$ cat src/rtl/sar_capture_ctrl_pkg.sv
// Shared constants and FSM encoding for the SAR4 capture sequencer.
package sar_capture_ctrl_pkg;

   localparam int unsigned SarCodeW     = 5;
   localparam int unsigned SarFifoDepth = 4;
   localparam int unsigned SarCntW      = 4;
   localparam int unsigned SarTimeout   = 16;
   // Cycles between successive eoc pulses of a free-running SAR4.
   localparam int unsigned SarPeriod    = 7;

   typedef enum logic [1:0] {
      StIdle = 2'd0,
      StArm  = 2'd1,
      StWait = 2'd2,
      StErr  = 2'd3
   } state_e;

endpackage

$ cat src/rtl/sar_capture_ctrl_result_fifo.sv
// Synchronous result FIFO; a push into a full FIFO succeeds when a pop happens in the same cycle.
module sar_capture_ctrl_result_fifo #(
   parameter int unsigned Width = 6,
   parameter int unsigned Depth = 4
) (
   input  logic             i_clock,
   input  logic             i_reset,
   input  logic             i_push,
   input  logic [Width-1:0] i_data,
   input  logic             i_pop,
   output logic [Width-1:0] o_data,
   output logic             o_valid,
   output logic             o_full
);

   localparam int unsigned PtrW = $clog2(Depth) + 1;

   logic [Width-1:0] r_mem [Depth];
   logic [PtrW-1:0]  r_wptr;
   logic [PtrW-1:0]  r_rptr;
   logic             w_do_push;
   logic             w_do_pop;

   // Extra MSB on each pointer distinguishes full from empty.
   assign o_valid   = (r_wptr != r_rptr);
   assign o_full    = (r_wptr[PtrW-1] != r_rptr[PtrW-1]) &&
                      (r_wptr[PtrW-2:0] == r_rptr[PtrW-2:0]);
   assign w_do_pop  = i_pop && o_valid;
   assign w_do_push = i_push && (!o_full || w_do_pop);
   assign o_data    = r_mem[r_rptr[PtrW-2:0]];

   always_ff @(posedge i_clock) begin
      if (i_reset) begin
         r_wptr <= '0;
         r_rptr <= '0;
      end else begin
         if (w_do_push) r_wptr <= r_wptr + PtrW'(1);
         if (w_do_pop)  r_rptr <= r_rptr + PtrW'(1);
      end
   end

   always_ff @(posedge i_clock) begin
      if (w_do_push) r_mem[r_wptr[PtrW-2:0]] <= i_data;
   end

endmodule

$ cat src/rtl/sar_capture_ctrl.sv
// Host-side SAR4 sequencer: parks the SAR in reset, starts bursts, captures codes on eoc into a
// FIFO with per-entry last flags, and watches for conversions that never complete.
module sar_capture_ctrl
   import sar_capture_ctrl_pkg::*;
#(
   parameter int unsigned CodeW     = SarCodeW,
   parameter int unsigned FifoDepth = SarFifoDepth,
   parameter int unsigned CntW      = SarCntW,
   parameter int unsigned Timeout   = SarTimeout
) (
   input  logic             i_clock,
   input  logic             i_reset,
   input  logic             i_req,
   input  logic [CntW-1:0]  i_req_len,
   output logic             o_req_ready,
   output logic             o_busy,
   output logic             o_adc_start,
   output logic             o_adc_reset,
   input  logic             i_adc_eoc,
   input  logic [CodeW-1:0] i_adc_code,
   output logic             o_dout_valid,
   input  logic             i_dout_ready,
   output logic [CodeW-1:0] o_dout_data,
   output logic             o_dout_last,
   output logic             o_overflow,
   output logic             o_timeout_err
);

   localparam int unsigned WdogW = $clog2(Timeout);

   state_e           r_state;
   state_e           w_state_next;
   logic [CntW-1:0]  r_remaining;
   logic [WdogW-1:0] r_wdog;
   logic             r_overflow;
   logic             r_timeout_err;
   logic             w_accept;
   logic             w_eoc;
   logic             w_last;
   logic             w_wdog_fire;
   logic             w_pop;
   logic             w_full;
   logic             w_valid;
   logic [CodeW:0]   w_fifo_data;

   assign w_accept    = (r_state == StIdle) && i_req;
   assign w_eoc       = (r_state == StWait) && i_adc_eoc;
   assign w_last      = (r_remaining == CntW'(1));
   assign w_wdog_fire = (r_state == StWait) && !i_adc_eoc && (r_wdog == WdogW'(Timeout - 1));
   assign w_pop       = w_valid && i_dout_ready;

   always_ff @(posedge i_clock) begin
      if (i_reset) r_state <= StIdle;
      else         r_state <= w_state_next;
   end

   always_comb begin
      w_state_next = r_state;
      unique case (r_state)
         StIdle: if (i_req) w_state_next = StArm;
         StArm:  w_state_next = StWait;
         StWait: begin
            if (i_adc_eoc) begin
               if (w_last) w_state_next = StIdle;
            end else if (w_wdog_fire) begin
               w_state_next = StErr;
            end
         end
         StErr:   w_state_next = StIdle;
         default: w_state_next = StIdle;
      endcase
   end

   always_comb begin
      o_req_ready = 1'b0;
      o_busy      = 1'b0;
      o_adc_start = 1'b0;
      o_adc_reset = 1'b0;
      unique case (r_state)
         StIdle: begin
            o_req_ready = 1'b1;
            o_adc_reset = 1'b1;
         end
         StArm: begin
            o_busy      = 1'b1;
            o_adc_start = 1'b1;
         end
         StWait:  o_busy = 1'b1;
         StErr:   o_adc_reset = 1'b1;
         default: o_adc_reset = 1'b1;
      endcase
   end

   // A zero-length request runs a single conversion.
   always_ff @(posedge i_clock) begin
      if (i_reset) begin
         r_remaining <= '0;
         r_wdog      <= '0;
      end else begin
         if (w_accept)   r_remaining <= (i_req_len == '0) ? CntW'(1) : i_req_len;
         else if (w_eoc) r_remaining <= r_remaining - CntW'(1);
         if ((r_state == StArm) || w_eoc) r_wdog <= '0;
         else if (r_state == StWait)      r_wdog <= r_wdog + WdogW'(1);
      end
   end

   always_ff @(posedge i_clock) begin
      if (i_reset || w_accept) begin
         r_overflow    <= 1'b0;
         r_timeout_err <= 1'b0;
      end else begin
         if (w_eoc && w_full && !w_pop) r_overflow <= 1'b1;
         if (w_wdog_fire)               r_timeout_err <= 1'b1;
      end
   end

   sar_capture_ctrl_result_fifo #(
      .Width (CodeW + 1),
      .Depth (FifoDepth)
   ) u_fifo (
      .i_clock (i_clock),
      .i_reset (i_reset),
      .i_push  (w_eoc),
      .i_data  ({i_adc_code, w_last}),
      .i_pop   (i_dout_ready),
      .o_data  (w_fifo_data),
      .o_valid (w_valid),
      .o_full  (w_full)
   );

   assign o_dout_valid  = w_valid;
   assign o_dout_data   = w_fifo_data[CodeW:1];
   assign o_dout_last   = w_fifo_data[0];
   assign o_overflow    = r_overflow;
   assign o_timeout_err = r_timeout_err;

endmodule

$ cat config.mk
export PLATFORM = sky130hd
export DESIGN_NAME = sar_capture_ctrl
export DESIGN_NICKNAME = d
export VERILOG_FILES = /design/src/rtl/sar_capture_ctrl_pkg.sv /design/src/rtl/sar_capture_ctrl_result_fifo.sv /design/src/rtl/sar_capture_ctrl.sv
export SDC_FILE = /design/constraint.sdc
export NUM_CORES = 1
export LEC_CHECK = 0
export CAP_MARGIN = 40
export CORE_ASPECT_RATIO = 1.4
export CORE_MARGIN = 1
export CORE_UTILIZATION = 58
export CTS_CLUSTER_SIZE = 20
export DETAILED_ROUTE_END_ITERATION = 16
export GPL_TIMING_DRIVEN = 1
export PLACE_DENSITY_LB_ADDON = 0.12
export SYNTH_ARGS = -nofsm -noshare
export SYNTH_HDL_FRONTEND = slang
export SYNTH_SLANG_ARGS = --single-unit
export TNS_END_PERCENT = 5
$ cat constraint.sdc
create_clock -name i_clock -period 2.5 [get_ports i_clock]
set_input_delay 0.5 -clock i_clock [delete_from_list [all_inputs] [get_ports i_clock]]
set_output_delay 0.5 -clock i_clock [all_outputs]
set_load 0.05 [all_outputs]
==> After elaboration in Yosys (flattened, before gate mapping) <==
Memory sizes are Yosys's and may differ from the RTL's. A register that Yosys moved wholly into a read port is not among the register bits.
Cells that the tools add are included.
{ "op_classes": {"add_sub_neg": 4, "n_eq_ne": 11, "n_mux": 16, "reduce_logical": 22} }
{ "op_table": {"columns": ["cell", "n"], "rows": [
  ["$mux 2", 6],
  ["$mux 4", 3],
  ["$logic_and 1x1->1", 9],
  ["$pmux 2 s4", 1],
  ["$add 3x1->3 const B", 2],
  ["$mux 1", 6],
  ["$ne 3x3->1 const B", 2],
  ["$reduce_or 2->1", 3],
  ["$add 4x1->4 const B", 1],
  ["$eq 2x2->1 const B", 2],
  ["$eq 4x1->1 const B", 1],
  ["$eq 4x4->1 const B", 1],
  ["$logic_not 4->1", 1],
  ["$sub 4x1->4 const B", 1],
  ["$logic_not 1->1", 3],
  ["$logic_or 1x1->1", 3],
  ["$ne 3x3->1", 1],
  ["$reduce_and 3->1", 1],
  ["$eq 2x1->1 const B", 1],
  ["$eq 2x2->1", 1],
  ["$logic_not 2->1", 1],
  ["$ne 2x2->1 const B", 1],
  ["$reduce_bool 2->1", 1],
  ["$ne 1x1->1", 1]
]} }
{ "totals": {"reg_bits": 18, "ram_bits": 24, "input_bits": 14, "out_inout_bits": 13, "word_cells": 61, "mem_count": 1} }
{ "mem_list": {"columns": ["memory", "depth", "word_bits", "rd", "rd_ports_with_merged_regs", "write_ports", "line", "rtl"], "rows": [
  ["u_fifo.r_mem", 4, 6, 1, 1, 1, "sar_capture_ctrl_result_fifo.sv:18", "logic [Width-1:0] r_mem [Depth];"]
]} }

==> Longest topological paths before layout <==
{ "logic_depth": {"word_depth": 7, "depth_mapped": 7, "depth_no_buf": 6} }

==> Modules after synthesis <==
Synthesis repeated with hierarchy kept, for this count alone.
{ "unflattened": {"hier_cells": 163, "hier_area_um2": 2107.0} }
{ "by_module_without_submodules": {"columns": ["module", "instances", "cells_per_inst", "area_per_inst_um2", "seq_area_each_um2"], "rows": [
  ["sar_capture_ctrl_result_fifo", 1, 85, 1397.6, 880.8],
  ["sar_capture_ctrl", 1, 78, 709.4, 240.2]
]} }

==> Worst setup path before layout <==
No wires, ideal clock.
{ "synth_timing": {"kind": "reg-to-output", "start": "register r_state[0]", "end": "output o_adc_reset", "t_arrival_ps": 1325, "t_required_ps": 2000, "path_slack_ps": 675, "path_stages_with_launch": 4, "path_buffers": 0, "cell_sequence": "dfxtp_1 > inv_1 > ha_1 > inv_1"} }
{ "synth_via": {"elab_chain_cells": 3, "elab_cells_between_ends": 4, "cone_classes": "1 x eq/ne; 1 x mux; 2 x reduce/logical"} }
{ "synth_lines": {"columns": ["item", "line", "rtl"], "rows": [
  ["from (decl)", "sar_capture_ctrl.sv:31", "state_e r_state;"],
  ["from (signal assigned)", "sar_capture_ctrl.sv:53", "if (i_reset) r_state <= StIdle;"],
  ["from (signal assigned)", "sar_capture_ctrl.sv:54", "else r_state <= w_state_next;"],
  ["$eq 2x2->1 / $logic_not 2->1 (equally long branches)", "sar_capture_ctrl.sv:79", "unique case (r_state)"],
  ["$reduce_or 2->1 (no source line) *", null, null],
  ["$mux 1 *", "sar_capture_ctrl.sv:79", null],
  ["to (decl)", "sar_capture_ctrl.sv:18", "output logic o_adc_reset,"]
]} }
Mark *: on every way between the ends. The rest lies on a longest branch, timed or not.

==> Worst setup path in the final report <==
{ "layout_timing": {"start": "register r_state[0]", "end": "output o_busy"} }
{ "layout_via": {"elab_chain_cells": 3, "elab_cells_between_ends": 4, "cone_classes": "2 x eq/ne; 1 x mux; 1 x reduce/logical"} }
{ "layout_lines": {"columns": ["item", "line", "rtl"], "rows": [
  ["$eq 2x2->1 / $eq 2x1->1 (equally long branches)", "sar_capture_ctrl.sv:79", null],
  ["$reduce_or 2->1 (no source line) *", null, null],
  ["$mux 1 *", "sar_capture_ctrl.sv:79", null],
  ["to (decl)", "sar_capture_ctrl.sv:16", "output logic o_busy,"]
]} }
Marks and branches as above.

==> reports/metrics.csv <==
metric;value;unit
run_status;complete, no violations;
clk_path_buf_depth;2;
setup_tns;0;ps
netlist_instances;153;
worst_slew_pin_slew;720.0;ps
die_w;51.72;um
maxSlewHeadroom;0.5185;
clock_skew;6.188;ps
yosysWarnings;0;
gp_congestion;0.7048;
arrival;1880;ps
worstSetupPathType;reg2out;
min_to;r_state[1]$_SDFFE_PP0P_;
required;2000;ps
fin_nets;208;
ys_seq_area_frac;0.5586;
grt_pass1_wl;5878;um
antenna_found_initial;0;
cts_buffers;5;
r2r_slack;660;ps
instances_no_fill;222;
postPlaceCellArea;2293;um2
synth_nets;179;
cp-start-kind;flop;
finalSetupViolCount;0;
holdCritPathClass;reg2reg;
ctsRootBufferMaster;clkbuf_8;
synth_cell_types;38;
worstRegToRegCells;4;
routed_wirelength;3554;um
htree_levels;2;
ant_nets;0;
io_buffers;26;
grtUsageTotal;0.2189;
yosys.cell_count.top_type;edfxtp_1;
r2r-start;u_fifo.r_wptr[1]$_SDFFE_PP0P_;
fmax;420.2;MHz
initial_utilization;0.6246;
post-route-util;0.7465;
cp-end-kind;output port;
power_density;944.8;nW/um2
fp.dieArea;3703;um2
synth.top_cell.area_share;0.3591;
dp.final_hpwl;2661;um
yosys-top-cells-area;edfxtp_1 (36%), dfxtp_1 (20%), ha_1 (7.5%), mux4_2 (6.7%), xor2_1 (2.6%);
hold_viol;0;
drv_cap;0;
drcViolationCount;0;
synth_top_area_cell;edfxtp_1;
fill_cells;229;
ys_ff_latch;44;
ios;27;
dp.cells;214;
drive_above_1_share;0.1366;
synthToLayoutAreaGrowth;19.51;%
period_share;0.9520;
syn_avg_cell_area;13.12;um2
diodes;0;
ir_worst_vdd;0.9186;mV
drt_iter0_markers;29;
min_path_cells;1;
cts_sinks;44;
vias_per_cell;5.698;
gr-total-overflow;0;
netlist_top_cells_count;edfxtp_1 (24), dfxtp_1 (20), ha_1 (12), nor2_1 (12);
min_from;r_state[1]$_SDFFE_PP0P_;
hold_slack;513.8;ps
ys.flop_type;edfxtp_1;
rows;24;
drv_slew;0;
grt_max_degree;20;
clk_pin_slew;80;ps
fp.dieH;71.60;um
ff_latch_area;1121;um2
multiInputGateArea;829.5;um2
wire_per_inst;16.01;um
cp_max_fo;4;
num_vias;1265;
power_leakage;0.8856;nW
grt_pass1_vias;1338;
placeableCoreArea;3213;um2
cts_tree;yes;
clkLatencyLatePin;290;ps
design_area;2399;um2
synthesis.area;2007;um2
dr.pass1.iters;3;
regToRegEndpoint;u_fifo.r_mem[0][5]$_DFFE_PP_;
rsz0062_at_grt;false;
synth_edf_count;24;
async_reset_ff_frac;0;
min_period;2380;ps
worst max-delay path, cell delays in order, from the launching register on:
cell and delay [ps]:
dfxtp_1 390, inv_1 100, ha_1 300, clkdlybuf4s50_1 800
cell families (layout without fill, tap and decap cells):
group                      count (synthesis)  after routing  share of synthesized area
DFF                                       44             44                     0.5586
and+or+nand+nor                           41             41                     0.1097
AOI/OAI and AO/OA                         21             21                    0.08666
buffers and inverters                     14             44                    0.02805
adders and majority gates                 12             12                    0.07481
xor gates and xnor gates                  12             12                    0.05985
muxes                                      9              9                    0.08230
metal layers:
layer,vias up,routed length [um],global-route usage
met2,25,1892,0.3954
li1,612,-,-
met1,620,1478,0.2404
met4,0,67,0.08408
met5,-,0,0
met3,8,116,0.05308
worst max-delay path by stage:
stage / startpoint / slack (ps) / end
after global routing: r_state[0]$_SDFFE_PP0P_ / 30 / o_req_ready
after detailed placement: flop / 170 / o_dout_data[2]
after CTS: r_state[0]$_SDFFE_PP0P_ / 50 / o_adc_reset
after global placement: flop / 210 / o_dout_data[0]
final: r_state[0]$_SDFFE_PP0P_ / 120 / o_busy
after floorplan: r_state[0]$_SDFFE_PP0P_ / 670 / o_adc_reset
flip-flops by register name, indices dropped and copies added, names as in the netlist, named ones only:
| signal | count |
|---|---|
| o_overflow | 1 |
| o_timeout_err | 1 |
| r_remaining | 4 |
| r_state | 2 |
| r_wdog | 4 |
| u_fifo.r_mem | 24 |
| u_fifo.r_rptr | 3 |
| u_fifo.r_wptr | 3 |
final cells by class:
type / instances / share of cell area
multi-input cells: 95 / 0.3459
repair buffers: 27 / 0.1075
clock inverters: 2 / 0.01461
well taps: 39 / 0.02034
inverters: 9 / 0.01408
clock buffers: 6 / 0.03026
flip-flops and latches: 44 / 0.4674
metrics by stage:
stage	setup slack, ps	power, mW
after floorplan	674.8	1.532
after detailed placement	165.6	1.768
after global placement	209.4	1.735
final	119.9	2.266
after CTS	46.98	2.287
after global routing	27.54	2.371
repair_timing:
item,4_1_cts,5_1_grt
setup endpoints to repair,4,1
hold buffers,0,0
gates resized for setup,4,1
setup buffers,0,0
cells in the final DEF (no fill, tap or decap), drive strengths merged, types with 2 or more instances in the layout:
cell           instances
a211oi                 6
inv                    9
nor2                  12
xnor2                  4
nor3b                  2
and2                   4
dfxtp                 20
clkdlybuf4s50         18
edfxtp                24
o41ai                  2
nand2                  5
dlygate4sd2            4
xor2                   8
mux2i                  3
a21oi                  6
ha                    12
buf                    4
nor4                   3
a31oi                  2
nor3                   8
clkbuf                 6
mux4                   6
power by group:
group | leakage, nW | internal, mW | switching, mW
Clock | 0.0552 | 0.297 | 0.232
Sequential | 0.379 | 0.831 | 0.0713
Combinational | 0.451 | 0.300 | 0.535
Power figures use the tool's default switching activity.
